### config.mk
export PLATFORM = sky130hd
export DESIGN_NAME = enc8to3_req_queue
export DESIGN_NICKNAME = d
export VERILOG_FILES = /design/src/rtl/dec_enc_pkg.sv /design/src/rtl/pri_enc_comb.sv /design/src/rtl/enc8to3_req_queue.sv
export SDC_FILE = /design/constraint.sdc
export NUM_CORES = 1
export LEC_CHECK = 0
export ABC_AREA = 1
export BUFFER_PORTS_ARGS = -buffer_cell sky130_fd_sc_hd__buf_2
export CAP_MARGIN = 20
export CORE_UTILIZATION = 45
export CTS_BUF_LIST = sky130_fd_sc_hd__clkbuf_4 sky130_fd_sc_hd__clkbuf_8
export CTS_CLUSTER_DIAMETER = 30
export DETAILED_ROUTE_END_ITERATION = 12
export GPL_TIMING_DRIVEN = 0
export PLACE_DENSITY = 0.83
export SETUP_SLACK_MARGIN = 0.1
export SYNTH_ARGS = -nofsm -noshare
export SYNTH_HDL_FRONTEND = slang
export SYNTH_SLANG_ARGS = --single-unit
### constraint.sdc
create_clock -name clk -period 2.58 [get_ports clk]
set_clock_uncertainty 0.2 [all_clocks]
set_input_delay 0.258 -clock clk [delete_from_list [all_inputs] [get_ports clk]]
set_output_delay 0.258 -clock clk [all_outputs]
set_load 0.05 [all_outputs]
### src/rtl/dec_enc_pkg.sv
// Shared types and helpers for the request encoder queue and its dec3to8 counterpart.
package dec_enc_pkg;

  localparam int unsigned N = 8;
  localparam int unsigned W = $clog2(N);

  typedef enum logic [0:0] {
    IDLE,
    PRESENT
  } state_t;

  // Expands a binary code back into a single-bit request mask.
  function automatic logic [N-1:0] onehot(input logic [W-1:0] code);
    logic [N-1:0] mask;
    mask       = '0;
    mask[code] = 1'b1;
    return mask;
  endfunction

endpackage

### src/rtl/pri_enc_comb.sv
// Combinational N-to-W priority encoder; output is zero when no input bit is set.
module pri_enc_comb #(
  parameter int unsigned N         = 8,
  parameter int unsigned W         = $clog2(N),
  parameter bit          MSB_FIRST = 1'b1
) (
  input  logic [N-1:0] req_i,
  output logic [W-1:0] code_o
);

  // Later matches in loop order override earlier ones, so the scan direction sets priority.
  always_comb begin
    code_o = '0;
    if (MSB_FIRST) begin
      for (int i = 0; i < N; i++) begin
        if (req_i[i]) code_o = W'(i);
      end
    end else begin
      for (int i = N - 1; i >= 0; i--) begin
        if (req_i[i]) code_o = W'(i);
      end
    end
  end

endmodule

### src/rtl/enc8to3_req_queue.sv
// Latches request pulses into a pending mask and presents them one at a time as a binary
// code with a valid/ack handshake, in fixed priority order.
module enc8to3_req_queue
  import dec_enc_pkg::*;
#(
  parameter bit MSB_FIRST = 1'b1
) (
  input  logic         clk,
  input  logic         rst,
  input  logic         en,
  input  logic [N-1:0] Din,
  input  logic         ack,
  output logic [W-1:0] Y,
  output logic         valid,
  output logic [N-1:0] pend,
  output logic         drop
);

  state_t       state_q;
  logic [N-1:0] pend_q, pend_d;
  logic [W-1:0] y_q;
  logic         valid_q;
  logic         drop_q, drop_d;
  logic [N-1:0] set, clr;
  logic [W-1:0] next_code;

  always_comb begin
    set    = en ? Din : '0;
    clr    = (valid_q && ack) ? onehot(y_q) : '0;
    // Set wins: a re-request on the bit being acked stays pending.
    pend_d = (pend_q & ~clr) | set;
    drop_d = drop_q | (|(set & pend_q & ~clr));
  end

  pri_enc_comb #(
    .N         (N),
    .W         (W),
    .MSB_FIRST (MSB_FIRST)
  ) u_pri_enc (
    .req_i  (pend_d),
    .code_o (next_code)
  );

  always_ff @(posedge clk or posedge rst) begin
    if (rst) begin
      pend_q <= '0;
      drop_q <= 1'b0;
    end else begin
      pend_q <= pend_d;
      drop_q <= drop_d;
    end
  end

  always_ff @(posedge clk or posedge rst) begin
    if (rst) begin
      state_q <= IDLE;
      y_q     <= '0;
      valid_q <= 1'b0;
    end else begin
      unique case (state_q)
        IDLE: begin
          if (|pend_d) begin
            y_q     <= next_code;
            valid_q <= 1'b1;
            state_q <= PRESENT;
          end
        end
        PRESENT: begin
          // Y is held until acked; higher-priority arrivals wait their turn.
          if (ack) begin
            if (|pend_d) begin
              y_q <= next_code;
            end else begin
              y_q     <= '0;
              valid_q <= 1'b0;
              state_q <= IDLE;
            end
          end
        end
        default: begin
          y_q     <= '0;
          valid_q <= 1'b0;
          state_q <= IDLE;
        end
      endcase
    end
  end

  assign Y     = y_q;
  assign valid = valid_q;
  assign pend  = pend_q;
  assign drop  = drop_q;

endmodule

==> results.yml <==
run_status:
  outcome: "finished with violations"
  violations: "design-rule violations"
global_routing:
  grt_max_degree: 15
  track_usage_pct: 21.5
  grt_pass1_vias: 761
  antenna_found_initial: 0
  grt-ovfl-total: 0
  grt_pass1_wl_um: 2950
timing:
  max_freq_mhz: 538
  min_period_ns: 1.86
  hold_viol: 0
  fin_setup_tns_ns: 0
  rsz0062_at_grt: "no"
  whs_ns: 0.0371
  finalCritPeriodShare_pct: 72.1
  slew_headroom_pct: 64.0
  tightest_slew_ns: 0.540
  setup_viol: 0
  slew_viol_final: 0
pwr:
  combPwrFrac_pct: 34.3
  pwr-share-clk_pct: 24.9
  p_sw_share_pct: 40.1
  p_leak_nw: 0.484
  switching_power_mw: 0.257
  power_mw: 0.641
  p_seq_share_pct: 40.7
  intPower_mw: 0.384
  ir_worst_vdd_mv: 0.392
  power_density_nw_per_um2: 668
flow_run:
  drv_cap: 0
logic_synthesis:
  syn_area_um2: 778
  synth_nets: 116
  avgSynthCellArea_um2: 7.48
  synth_compound_area_share_pct: 10.5
  postSynth.asyncResetShare_pct: 100
  synth_seq_cells: 14
  synth_edf_count: 0
  yosys-top-cells-count: "42 x nand2_1, 14 x dfrtp_1, 10 x inv_1"
  ys.flop_type: "dfrtp_1"
  synth_top_family_by_area: "simple AND/OR/NAND/NOR gates"
  syn_inst: 104
  yosys.area_share.simple_pct: 37.3
  synth_cell_type_count: 19
  yosysSeqAreaShare_pct: 45.0
  synthAdderAreaFrac_pct: 0
  synth_most_common_cell: "nand2_1"
  synth_top_area_share_pct: 45.0
  synth_largest_area_cell: "dfrtp_1"
  yosysWarnings: 0
  synth_area_leaders: "dfrtp_1 45%, nand2_1 20%, nand2_2 6.4%"
  synth_xor_area_share_pct: 0
  synthMuxAreaShare_pct: 0
clocking:
  clockRootBuffer: "clkbuf_4"
  clock_latency_ns: 0.28
  clkTransAtPathRegs_ns: 0.09
  cts_post_setup_buffers_inserted: 0
  cts_buffer_depth: 2
  cts.sinks: 14
  cts_tree: "done"
  htree_num_levels: 1
  cts_buffers: 3
place:
  port_buffers: 23
  gp_routability_congestion: 0.829
  place_area_um2: 913
  dpl.hpwl_um: 1400
floorplanning:
  rows: 14
  die_w_um: 43.6
  die_h_um: 43.6
  start_util_pct: 49.9
  coreArea_um2: 1560
  die-area_um2: 1900
  pin_count: 25
detailed_routing:
  viasPerCell: 5.18
  wl_per_cell_um: 12.0
  ant_nets: 0
  dr.pass1.iters: 8
  wirelength_um: 1780
  drt_iter0_drc: 20
  drc: 3
  num_vias: 767
setup_path:
  cp-start-kind: "register"
  crit_top_cell: "nand2_2"
  r2r_cells: 11
  crit_end: "Y[1]"
  worst-setup-path-type: "reg -> reg"
  regToRegEndpoint: "Y[1]"
  crit_fanout: 4
  startpoint: "valid"
  end_kind: "register"
  worst-path-stages: 11
  rr_startpoint: "valid"
  cp_slowest_stage_delay_ns: 0.39
  r2r_slack_ns: 0.72
  critPathBufInv: 0
  crit_arrival_ns: 1.84
  cpMaxStageDelayCell: "dfrtp_1"
  cp.required_ns: 2.56
  cp_cell_sequence: "nand2_2 -> nor2_2 -> nand2_1 -> a21oi_2 -> nand2_2 -> nor2_4 -> nand2_2 -> nand2_2 -> nand2_2 -> nand2_1 -> nand2_1"
  cp_top_family: "simple AND/OR/NAND/NOR gates"
layout:
  n_fill_cell: 144
  nets: 145
  diodes: 0
  final_core_util_pct: 61.6
  postLayoutCellArea_um2: 960
  drive_above_1_share_pct: 36.4
  syn_to_final_growth_pct: 23.3
hold_path:
  hp-class: "in -> reg"
worst min path at each step:
| stage | start | slack (ns) | cells past startpoint | end |
|---|---|---|---|---|
| after global placement | rst | 0.12 | 2 | valid |
| final | Din[6] | 0.04 | 3 | pend[6] |
| after detailed placement | rst | 0.14 | 2 | valid |
| after global routing | Din[4] | 0.05 | 3 | pend[4] |
| after CTS | Din[4] | 0.03 | 3 | pend[4] |
| after floorplan | rst | -0.05 | 1 | Y[0] |
cell families after synthesis:
| family | after synthesis |
|---|---|
| simple gates | 64 |
| buf+inv | 15 |
| flops | 14 |
| compound gates | 11 |
layout by cell type (no fill, tap or decap):
master,synthesis,final
a21boi_2,1,1
a21oi_2,2,2
a31o_2,1,1
a31oi_1,2,2
buf_2,0,23
clkbuf_1,1,1
clkbuf_4,0,3
clkbuf_8,0,1
dfrtp_1,14,14
dlygate4sd3_1,0,1
inv_1,10,10
inv_2,4,4
nand2_1,42,42
nand2_2,8,8
nand3_1,4,4
nand4_1,1,1
nor2_1,4,4
nor2_2,2,2
nor2_4,2,2
o2111ai_1,1,1
o21ai_0,2,2
o22ai_1,2,2
or2_2,1,1
final cells by class:
cell class,instances,area [um^2],share of cell area [%]
inverter,14,52.6,5.48
tap,16,20.0,2.09
clock buffer,4,36.3,3.78
buffer,1,3.75,0.391
sequential,14,350,36.5
multi-input combinational,75,372,38.7
timing repair buffer,24,125,13.0
registers in the layout (all words and copies together) (netlist names):
name and flops:
state_q 1, pend 8, drop 1, Y 3, valid 1
worst reg2reg max path: cells and delay by family (launching register included):
kind	cells	cell delay, ns
AO/OA/AOI/OAI	1	0.21
flip-flops	1	0.39
AND/OR/NAND/NOR	10	0.94
through the flow:
stage	cells	worst slack, ns
2_1_floorplan	104	0.581
3_3_place_gp	143	0.777
3_5_place_dp	143	0.739
4_1_cts	148	0.708
5_1_grt	148	0.548
6_report	148	0.721
power by group through the flow:
stage	logic [mW]	clock network, mW	registers, mW
2_1_floorplan	0.0864	0	0.345
3_3_place_gp	0.214	0	0.264
3_5_place_dp	0.219	0	0.266
4_1_cts	0.221	0.163	0.261
5_1_grt	0.237	0.171	0.264
6_report	0.220	0.160	0.261
timing repair:
item                                   in CTS  in global routing
setup endpoints to repair                   0                  0
resized for setup                           0                  0
hold buffers                                1                  0
endpoints found under the hold margin      14                  0
metal layers:
metal	share of wire, %	GRT usage, %
met2	50	37.6
met1	44	23.7
met3	3.9	2.92
met4	2.4	15.0
met5	0	0
(Power assumes the default switching activity.)
